## src/rtl/ad_target_pkg.sv

```systemverilog
// Shared definitions for the address/data bridge target.
package ad_target_pkg;

  typedef enum logic [1:0] {
    T_IDLE = 2'b00,
    T_WAIT = 2'b01,
    T_DATA = 2'b10
  } tgt_state_e;

  // Bit 7 of the address byte selects read (1) or write (0).
  localparam int unsigned RW_BIT = 7;
  localparam int unsigned ADDR_W = 7;

  // Register index width; a single-entry file still needs one index bit.
  function automatic int unsigned idx_width(int unsigned depth);
    return (depth > 1) ? $clog2(depth) : 1;
  endfunction

endpackage

```

## src/rtl/ad_target_if.sv

```systemverilog
// Two-beat address/data bus between the bridge initiator and the target.
interface ad_target_if;
  logic       tg_valid;
  logic [7:0] tg_ad;
  logic       tg_ready;
  logic [7:0] tg_rdata;

  modport master (
    output tg_valid,
    output tg_ad,
    input  tg_ready,
    input  tg_rdata
  );

  modport slave (
    input  tg_valid,
    input  tg_ad,
    output tg_ready,
    output tg_rdata
  );
endinterface

```

## src/rtl/tgt_regfile.sv

```systemverilog
// DEPTH x 8 register file: one synchronous write port, two combinational read ports.
module tgt_regfile #(
  parameter int unsigned DEPTH = 16,
  parameter int unsigned AW    = 4
) (
  input  logic          clk,
  input  logic          rstN,
  input  logic          we,
  input  logic [AW-1:0] waddr,
  input  logic [7:0]    wdata,
  input  logic [AW-1:0] raddr_a,
  output logic [7:0]    rdata_a,
  input  logic [AW-1:0] raddr_b,
  output logic [7:0]    rdata_b
);

  logic [7:0] mem_q [DEPTH];

  // Storage: cleared on reset, written only by the bus data beat.
  always_ff @(posedge clk or negedge rstN) begin
    if (!rstN) begin
      for (int unsigned k = 0; k < DEPTH; k++) begin
        mem_q[k] <= '0;
      end
    end else if (we) begin
      mem_q[waddr] <= wdata;
    end
  end

  // Indices past the last register (non-power-of-two DEPTH) read as zero.
  assign rdata_a = (32'(raddr_a) < DEPTH) ? mem_q[raddr_a] : 8'h00;
  assign rdata_b = (32'(raddr_b) < DEPTH) ? mem_q[raddr_b] : 8'h00;

endmodule

```

## src/rtl/ad_target.sv

```systemverilog
// Responder end of the 8-bit address/data bridge port, serving a local register file.
module ad_target
  import ad_target_pkg::*;
#(
  parameter int unsigned  DEPTH       = 16,
  parameter int unsigned  WAIT_CYCLES = 0,
  localparam int unsigned AW          = idx_width(DEPTH)
) (
  input  logic              clk,
  input  logic              rstN,
  ad_target_if.slave        bus,
  output logic              wr_strobe,
  output logic [ADDR_W-1:0] wr_addr,
  output logic [7:0]        wr_data,
  output logic              err_pulse,
  input  logic [AW-1:0]     lcl_addr,
  output logic [7:0]        lcl_rdata
);

  tgt_state_e        state_q, state_d;
  logic [3:0]        cnt_q, cnt_d;
  logic              rw_q, rw_d;
  logic [ADDR_W-1:0] addr_q, addr_d;
  logic [7:0]        rdata_q, rdata_d;
  logic              wr_strobe_q, wr_strobe_d;
  logic [ADDR_W-1:0] wr_addr_q, wr_addr_d;
  logic [7:0]        wr_data_q, wr_data_d;
  logic              err_q, err_d;

  logic [ADDR_W-1:0] beat_addr;
  logic              beat_in_range;
  logic              cur_in_range;
  logic              rf_we;
  logic [7:0]        rf_bus_rdata;

  assign beat_addr     = bus.tg_ad[ADDR_W-1:0];
  assign beat_in_range = 32'(beat_addr) < DEPTH;
  assign cur_in_range  = 32'(addr_q) < DEPTH;

  tgt_regfile #(
    .DEPTH (DEPTH),
    .AW    (AW)
  ) u_regfile (
    .clk     (clk),
    .rstN    (rstN),
    .we      (rf_we),
    .waddr   (addr_q[AW-1:0]),
    .wdata   (bus.tg_ad),
    .raddr_a (beat_addr[AW-1:0]),
    .rdata_a (rf_bus_rdata),
    .raddr_b (lcl_addr),
    .rdata_b (lcl_rdata)
  );

  // Transfer sequencing, read-data snapshot and write/error pulse generation.
  always_comb begin
    state_d     = state_q;
    cnt_d       = cnt_q;
    rw_d        = rw_q;
    addr_d      = addr_q;
    rdata_d     = rdata_q;
    wr_strobe_d = 1'b0;
    wr_addr_d   = wr_addr_q;
    wr_data_d   = wr_data_q;
    err_d       = 1'b0;
    rf_we       = 1'b0;

    unique case (state_q)
      T_IDLE: begin
        if (bus.tg_valid) begin
          rw_d   = bus.tg_ad[RW_BIT];
          addr_d = beat_addr;
          // Read data is snapshotted at the address beat; write beats leave it alone.
          if (bus.tg_ad[RW_BIT]) begin
            rdata_d = beat_in_range ? rf_bus_rdata : 8'h00;
          end
          if (WAIT_CYCLES == 0) begin
            state_d = T_DATA;
          end else begin
            state_d = T_WAIT;
            cnt_d   = 4'(WAIT_CYCLES);
          end
        end
      end
      T_WAIT: begin
        cnt_d = cnt_q - 4'd1;
        if (cnt_q == 4'd1) begin
          state_d = T_DATA;
        end
      end
      T_DATA: begin
        if (bus.tg_valid) begin
          state_d = T_IDLE;
          if (!cur_in_range) begin
            err_d = 1'b1;
          end else if (!rw_q) begin
            rf_we       = 1'b1;
            wr_strobe_d = 1'b1;
            wr_addr_d   = addr_q;
            wr_data_d   = bus.tg_ad;
          end
        end
      end
      default: begin
        state_d = T_IDLE;
      end
    endcase
  end

  // State and output registers; reset abandons any transfer in flight.
  always_ff @(posedge clk or negedge rstN) begin
    if (!rstN) begin
      state_q     <= T_IDLE;
      cnt_q       <= '0;
      rw_q        <= 1'b0;
      addr_q      <= '0;
      rdata_q     <= '0;
      wr_strobe_q <= 1'b0;
      wr_addr_q   <= '0;
      wr_data_q   <= '0;
      err_q       <= 1'b0;
    end else begin
      state_q     <= state_d;
      cnt_q       <= cnt_d;
      rw_q        <= rw_d;
      addr_q      <= addr_d;
      rdata_q     <= rdata_d;
      wr_strobe_q <= wr_strobe_d;
      wr_addr_q   <= wr_addr_d;
      wr_data_q   <= wr_data_d;
      err_q       <= err_d;
    end
  end

  assign bus.tg_ready = (state_q != T_WAIT);
  assign bus.tg_rdata = rdata_q;
  assign wr_strobe    = wr_strobe_q;
  assign wr_addr      = wr_addr_q;
  assign wr_data      = wr_data_q;
  assign err_pulse    = err_q;

endmodule
```

## src/flat_wrapper.sv

```systemverilog
// flat-port wrapper written by rule: the top's interface ports become plain ports
module ad_target_flat import ad_target_pkg::*;
#(
  parameter int unsigned  DEPTH       = 16,
  parameter int unsigned  WAIT_CYCLES = 0,
  localparam int unsigned AW          = idx_width(DEPTH)
)
  (clk, rstN, wr_strobe, wr_addr, wr_data, err_pulse, lcl_addr, lcl_rdata, bus_tg_valid, bus_tg_ad, bus_tg_ready, bus_tg_rdata);
  ad_target_if bus_i ();
  input  logic clk;
  input  logic rstN;
  output logic wr_strobe;
  output logic [ADDR_W-1:0] wr_addr;
  output logic [7:0] wr_data;
  output logic err_pulse;
  input  logic [AW-1:0] lcl_addr;
  output logic [7:0] lcl_rdata;
  input wire logic [$bits(bus_i.tg_valid)-1:0] bus_tg_valid;
  input wire logic [$bits(bus_i.tg_ad)-1:0] bus_tg_ad;
  output wire logic [$bits(bus_i.tg_ready)-1:0] bus_tg_ready;
  output wire logic [$bits(bus_i.tg_rdata)-1:0] bus_tg_rdata;
  assign bus_i.tg_valid = bus_tg_valid;
  assign bus_i.tg_ad = bus_tg_ad;
  assign bus_tg_ready = bus_i.tg_ready;
  assign bus_tg_rdata = bus_i.tg_rdata;
  ad_target #(.DEPTH(DEPTH), .WAIT_CYCLES(WAIT_CYCLES)) u_core (.clk(clk), .rstN(rstN), .bus(bus_i), .wr_strobe(wr_strobe), .wr_addr(wr_addr), .wr_data(wr_data), .err_pulse(err_pulse), .lcl_addr(lcl_addr), .lcl_rdata(lcl_rdata));
endmodule
```

## config.mk

```make
export PLATFORM = sky130hd
export DESIGN_NAME = ad_target_flat
export DESIGN_NICKNAME = d
export VERILOG_FILES = /design/src/rtl/ad_target_pkg.sv /design/src/rtl/ad_target_if.sv /design/src/rtl/tgt_regfile.sv /design/src/rtl/ad_target.sv /design/src/flat_wrapper.sv
export SDC_FILE = /design/constraint.sdc
export NUM_CORES = 1
export LEC_CHECK = 0
export CAP_MARGIN = 25
export CORE_UTILIZATION = 23
export CTS_CLUSTER_SIZE = 40
export DETAILED_ROUTE_END_ITERATION = 16
export PLACE_DENSITY_LB_ADDON = 0.3
export SETUP_SLACK_MARGIN = 0.1
export SKIP_CTS_REPAIR_TIMING = 1
export SLEW_MARGIN = 10
export SYNTH_ARGS = -nofsm -noshare
export SYNTH_HDL_FRONTEND = slang
export SYNTH_SLANG_ARGS = --single-unit
```

## constraint.sdc

```tcl
create_clock -name clk -period 6.1 [get_ports clk]
set_input_delay 1.525 -clock clk [delete_from_list [all_inputs] [get_ports clk]]
set_output_delay 1.525 -clock clk [all_outputs]
set_load 0.05 [all_outputs]
```

==> results by group, run 1 <==
Worst hold path
  • Min-delay worst type: reg2reg
  • Hold path cells: 2

Placement
  • RePlAce Congestion: 0.7900
  • Inst Count DP: 994
  • Port Buffer Count: 47
  • Dpl ws: 975.4 ps
  • Post-DP HPWL: 14.44 mm

Setup path
  • CP Max Fanout: 32
  • Worst-path cell chain: clkdlybuf4s50_1 -> buf_4 -> mux4_2 -> mux4_2 -> buf_4
  • CP peak stage delay: 530 ps
  • Worst setup EP type: output pin
  • CP delay by family, top: buffers and inverters
  • R2R depth: 4
  • CP startpoint kind: input port
  • WP buf/inv: 3
  • CP arrival: 3570 ps
  • WP depth: 5
  • Critical-path top delay cell: mux4_2
  • Critical path class: in2out
  • Crit path required time: 4580 ps

Detailed routing
  • Vias after detailed routing: 4823
  • Post-DRT Antenna Nets: 0
  • Residual DRC count: 0
  • Starting DRT DRC Count: 350
  • Detailed Routing Iterations Pass 1: 4
  • M1 WL: 10.17 mm
  • DR top layer: met4
  • Detail Route met3 WL: 1.182 mm
  • Via/cell ratio: 4.692
  • Routed met2 length: 11.08 mm
  • Detailed Route WL: 22.64 mm
  • Routed length per instance: 22.02 um

Power
  • Sw Pwr: 1.440 mW
  • Leakage: 4.295 nW
  • P_int: 2.632 mW
  • Cell Pwr Density: 412.3 nW/um^2
  • Switching Fraction: 35.36%
  • VDD IR max: 0.2140 mV
  • Logic pwr share: 31.9%
  • Clock share of power: 27.2%
  • Sequential power share: 40.9%

Global route
  • Gr ovfl total: 0
  • GRT Util Overall: 13.03%
  • Vias in the first global route: 5319
  • Initial antenna violation count: 0
  • Largest net degree at the start of global routing: 63
  • First-pass GRT wire length: 34.83 mm

CTS
  • Clock insertion delay at the later pin of the skew report: 430 ps
  • Clock root buffer master: clkbuf_16
  • Cts bufs inserted: 17
  • Worst-path clk slew: 70 ps
  • H-Tree Depth: 4
  • CTS sink cnt: 162
  • CTS tree: done
  • Deepest clock path buffer count: 2

Layout
  • Share of post-route cells with drive strength above 1: 51.50%
  • Area delta synth->final: 19.24%
  • Antenna Cells: 0
  • Finished Layout Cells: 1028
  • Final #Nets: 569

Synth
  • Syn nets: 528
  • Synthesized cell area: 8283 um^2
  • Synth unique cells: 25
  • Ys Warns: 0
  • Sequential fraction of the synthesis area: 48.94%
  • Post-Synthesis Cells: 513
  • Post-Syn Area per Cell: 16.15 um^2
  • Synthesized flop and latch total: 162

STA
  • Max Clock Skew: 9.001 ps
  • Worst-Margin Slew: 1023 ps
  • Final hold viol count: 0
  • Final setup fails: 0
  • Final min period: 5098 ps
  • Final worst setup slack: 1002 ps
  • Slew Limit Fails: 0
  • RSZ-0062 raised after global routing: false
  • Relative slew slack: 31.29%
  • Fin crit share: 83.57%
  • Total negative setup slack: 0 ps
  • Max Fclk: 0.1962 GHz

Floorplan
  • Core Region: 35480 um^2
  • Die ar.: 36780 um^2
  • Top Ports: 49
  • Number of core rows: 69
  • Width of the chip: 191.8 um
  • Die height: 191.8 um
  • Initial Util: 23.34%

Flow run
  • MaxCap Viol Count: 0

Status
  • Outcome: finished, final reports clean
metal layers:
layer	vias up	track usage, %
li1	2059	-
met1	2618	17.42
met2	128	21.04
met3	18	3.234
met4	0	3.175
met5	-	0
path summary, 6_finish.rpt:
path	start	end	slack [ps]
setup / recovery	lcl_addr[1]	lcl_rdata[6]	1000
hold / removal	u_core.rw_q$_DFFE_PN0P_	u_core.rw_q$_DFFE_PN0P_	480
setup reg to reg	u_core.addr_q[6]$_DFFE_PN0P_	u_core.u_regfile.mem_q[92]$_DFFE_PN0P_	3560
hold reg to reg	u_core.rw_q$_DFFE_PN0P_	u_core.rw_q$_DFFE_PN0P_	480
max in group asynchronous	rstN	u_core.u_regfile.mem_q[114]$_DFFE_PN0P_	3860
min in group asynchronous	rstN	u_core.wr_addr[6]$_DFFE_PN0P_	1050
cells by family (layout without fill, tap and decap cells):
logic type      count (synthesis)  count (layout)  share of synthesized area (%)
xor+xnor                        1               1                         0.1058
compound gates                  8               8                         0.8460
flops                         162             162                          48.94
buf+inv                        45              99                          2.432
mux                           228             228                          40.54
simple gates                   68              68                          7.085
other cells                     1               1                        0.04527
power by group through the flow:
stage | Clock [mW] | Sequential, mW | Combinational, mW
6_report | 1.11 | 1.67 | 1.30
5_1_grt | 1.17 | 1.72 | 1.38
4_1_cts | 1.13 | 1.66 | 1.31
3_5_place_dp | 0 | 1.68 | 1.31
3_3_place_gp | 0 | 1.67 | 1.27
2_1_floorplan | 0 | 1.74 | 0.890
final cells by class:
cell class,count,area [um^2]
clock buffer,18,439.2
timing repair buffer,67,620.6
fill,3533,25610
tap,461,576.8
clock inverter,14,158.9
multi-input combinational,306,4028
sequential,162,4054
worst register-to-register path, stage by stage, from the launching register on:
cell and delay (ps):
dfrtp_1 390, or3_1 370, buf_4 280, nor4_4 960, mux2_2 430
registers in the layout, indices dropped and copies added (netlist names), 7 cells and up:
signal	flops
u_core.addr_q	7
u_core.bus.tg_rdata	8
u_core.u_regfile.mem_q	128
u_core.wr_addr	7
u_core.wr_data	8
cell usage after synthesis:
library cell / count / area, um^2
xor2_1: 1 / 8.760
nand4_1: 1 / 6.260
mux2_2: 135 / 1520
o221ai_1: 8 / 70.07
nand3b_1: 2 / 15.01
and3_1: 1 / 6.260
clkbuf_1: 26 / 97.59
buf_4: 2 / 15.01
mux4_2: 72 / 1622
buf_1: 7 / 26.28
mux2i_1: 16 / 160.2
mux2_1: 5 / 56.30
or2_2: 2 / 12.51
conb_1: 1 / 3.750
nor3_1: 1 / 5.000
or3b_2: 1 / 8.760
nand2_1: 33 / 123.9
or3_1: 1 / 6.260
buf_2: 8 / 40.04
nor4_4: 16 / 340.3
nand2b_1: 5 / 31.28
buf_6: 2 / 22.52
dfrtp_1: 162 / 4054
nor2b_1: 4 / 25.02
nor2_2: 1 / 6.260
per-stage QoR:
stage | utilization, % | hold slack, ps | cell area [um^2] | power, mW
floorplan | - | 437.7 | 8283 | 2.626
global placement | 25.97 | 452.9 | 9215 | 2.946
detailed placement | 26.08 | 463.9 | 9253 | 2.993
CTS | 27.76 | 480.4 | 9851 | 4.110
global route | 27.84 | 506.9 | 9877 | 4.271
finish | 27.84 | 479.5 | 9877 | 4.072
layout by cell type (no fill, tap or decap), types with 2 or more instances in the layout:
master / instances
mux4_2: 72
nor2b_1: 4
nand2_1: 33
clkdlybuf4s50_1: 34
nand2b_1: 5
mux2_1: 5
nand3b_1: 2
or2_2: 2
nor4_4: 16
mux2i_1: 16
inv_6: 5
buf_6: 4
inv_8: 5
buf_4: 22
buf_8: 2
o221ai_1: 8
dfrtp_1: 162
buf_2: 4
mux2_2: 135
clkbuf_16: 17
No activity file was read; power rests on OpenSTA's default activity.
==> run 2: changes to the inputs <==
- clock period: 6.1 -> 4.3 ns (I/O delays scaled with it)
==> results by group, run 2 (same netlist as run 1, synthesis figures left out) <==
Power
  • Overall power: 5.757 mW (+41%)
  • P_int: 3.781 mW (+44%)
  • Leakage: 4.391 nW (+2.2%)
  • Sequential power share: 41.3% (+0.4 points)
  • VDD IR max: 0.2931 mV (+37%)
  • Clock share of power: 26.7% (-0.5 points)
  • Logic pwr share: 32.0% (about the same)
  • Switching Fraction: 34.33% (-1.0 points)
  • Sw Pwr: 1.976 mW (+37%)
  • Cell Pwr Density: 574.3 nW/um^2 (+39%)

Detailed routing
  • Post-DRT Antenna Nets: 0 (unchanged)
  • Vias after detailed routing: 4925 (+2.1%)
  • Starting DRT DRC Count: 428 (+22%)
  • Residual DRC count: 0 (unchanged)
  • Routed length per instance: 21.42 um (-2.7%)
  • Detailed Routing Iterations Pass 1: 4 (unchanged)
  • Via/cell ratio: 4.708 (+0.36%)
  • Detailed Route WL: 22.41 mm (-1.0%)

Worst hold path
  • Min-delay worst type: reg2reg
  • Hold path cells: 2 (unchanged)

STA
  • Final setup fails: 0 (unchanged)
  • Worst-Margin Slew: 918.3 ps (-104.6 ps)
  • Slew Limit Fails: 0 (unchanged)
  • Final min period: 3974 ps
  • Relative slew slack: 38.78% (+7.5 points)
  • RSZ-0062 raised after global routing: false
  • Final hold viol count: 0 (unchanged)
  • Fin crit share: 92.41%
  • Max Fclk: 0.2517 GHz
  • Max Clock Skew: 13.51 ps (+4.505 ps)
  • Total negative setup slack: 0 ps (unchanged)

Status
  • Outcome: finished, final reports clean

Floorplan
  • Top Ports: 49 (unchanged)
  • Initial Util: 23.34% (unchanged)
  • Width of the chip: 191.8 um (unchanged)
  • Core Region: 35480 um^2 (unchanged)
  • Number of core rows: 69 (unchanged)
  • Die ar.: 36780 um^2 (unchanged)
  • Die height: 191.8 um (unchanged)

CTS
  • CTS sink cnt: 162 (unchanged)
  • Worst-path clk slew: 60 ps (about the same)
  • Clock root buffer master: clkbuf_16
  • Clock insertion delay at the later pin of the skew report: 430 ps (about the same)
  • Cts bufs inserted: 17 (unchanged)
  • H-Tree Depth: 4 (unchanged)
  • Deepest clock path buffer count: 2 (unchanged)
  • CTS tree: done

Placement
  • Port Buffer Count: 47 (unchanged)
  • Post-placement cell area: 9405 um^2 (+1.6%)
  • Post-DP HPWL: 15.45 mm (+7.0%)
  • RePlAce Congestion: 0.8716 (+10%)
  • Inst Count DP: 1013 (+1.9%)

Setup path
  • R2R setup slack: 1800 ps (-1760 ps)
  • Crit path to: lcl_rdata[6]
  • CP arrival: 2900 ps (-670 ps)
  • R2R depth: 5 (+1)
  • CP Max Fanout: 32 (unchanged)
  • Worst Setup SP: lcl_addr[1]
  • Worst r2r src: u_core.addr_q[6]$_DFFE_PN0P_
  • Crit path required time: 3220 ps (-1360 ps)
  • CP startpoint kind: input port
  • Critical path class: in2out
  • FF-to-FF End: u_core.u_regfile.mem_q[97]$_DFFE_PN0P_
  • Worst setup EP type: output pin

Layout
  • Largest register FFs: 128 (unchanged)
  • Most frequent cells in the layout: dfrtp_1, mux2_2, mux4_2, buf_4, clkdlybuf4s50_1
  • Share of post-route cells with drive strength above 1: 52.99% (+1.5 points)
  • Finished Layout Cells: 1046 (+1.8%)
  • Antenna Cells: 0 (unchanged)
  • Largest Register: u_core.u_regfile.mem_q
  • Commonest non-fill, non-tap cell in the layout: dfrtp_1
  • Final #Nets: 587 (+3.2%)
  • Design area: 10020 um^2 (+1.5%)
  • Area delta synth->final: 21.03%

Flow run
  • MaxCap Viol Count: 0 (unchanged)

Global route
  • Gr ovfl total: 0 (unchanged)
  • Vias in the first global route: 5251 (-1.3%)
  • Largest net degree at the start of global routing: 76 (+21%)
  • First-pass GRT wire length: 34.53 mm (-0.87%)
  • Initial antenna violation count: 0 (unchanged)
  • GRT Util Overall: 12.96% (-0.066 points)
run 2: cell count changes in the layout (fill, tap and decap cells not counted):
cell	before	now
bufinv_16	1	2
inv_8	5	1
buf_6	4	1
buf_8	2	0
clkinv_2	1	3
clkinv_8	1	0
clkinvlp_4	1	3
clkinv_4	0	2
inv_6	5	3
buf_4	22	42
buf_16	0	1
buf_12	1	3
run 2: worst min path at each step:
stage,slack [ps],end,from
global placement,450,u_core.addr_q[6]$_DFFE_PN0P_,u_core.addr_q[6]$_DFFE_PN0P_
detailed placement,460,u_core.addr_q[5]$_DFFE_PN0P_,u_core.addr_q[5]$_DFFE_PN0P_
finish,470,u_core.addr_q[5]$_DFFE_PN0P_,u_core.addr_q[5]$_DFFE_PN0P_
floorplan,440,u_core.addr_q[4]$_DFFE_PN0P_,u_core.addr_q[4]$_DFFE_PN0P_
CTS,480,u_core.addr_q[5]$_DFFE_PN0P_,u_core.addr_q[5]$_DFFE_PN0P_
global route,510,u_core.addr_q[4]$_DFFE_PN0P_,u_core.addr_q[4]$_DFFE_PN0P_
run 2: cell type report:
cell class / instances / area [um^2]
Multi-Input combinational cell: 306 / 4028
Clock inverter: 14 / 152.6
Sequential cell: 162 / 4054
Fill cell: 3515 / 25460
Clock buffer: 18 / 439.2
Tap cell: 461 / 576.8
Timing Repair Buffer: 85 / 774.5
run 2: per-layer routing:
metal | track usage (%) | part of all wire [%] | wire length, um
met5 | 0 | 0 | 0
met4 | 3.755 | 1.6 | 362
met3 | 2.412 | 3.3 | 749
met2 | 20.87 | 49 | 10960
met1 | 17.66 | 46 | 10340
run 2: critical path, cell delays in order:
cell and delay (ps):
clkdlybuf4s50_1 500, buf_12 220, mux4_2 340, mux4_2 500
buf_4 210
run 2: power groups by stage:
stage	registers [mW]	logic (mW)	clock network, mW
after global routing	2.44	1.97	1.64
after global placement	2.38	1.83	0
after floorplan	2.46	1.26	0
after detailed placement	2.39	1.87	0
final	2.38	1.85	1.54
after CTS	2.37	1.87	1.57
run 2: per-stage QoR:
stage / hold slack, ps / util [%] / worst slack (ps)
6_report: 474.2 / 28.25 / 326.3
5_1_grt: 511.2 / 28.25 / 308.6
4_1_cts: 475.7 / 28.17 / 334.2
3_5_place_dp: 461.5 / 26.51 / 333.2
3_3_place_gp: 451.2 / 26.51 / 356.9
2_1_floorplan: 437.7 / - / 478.0
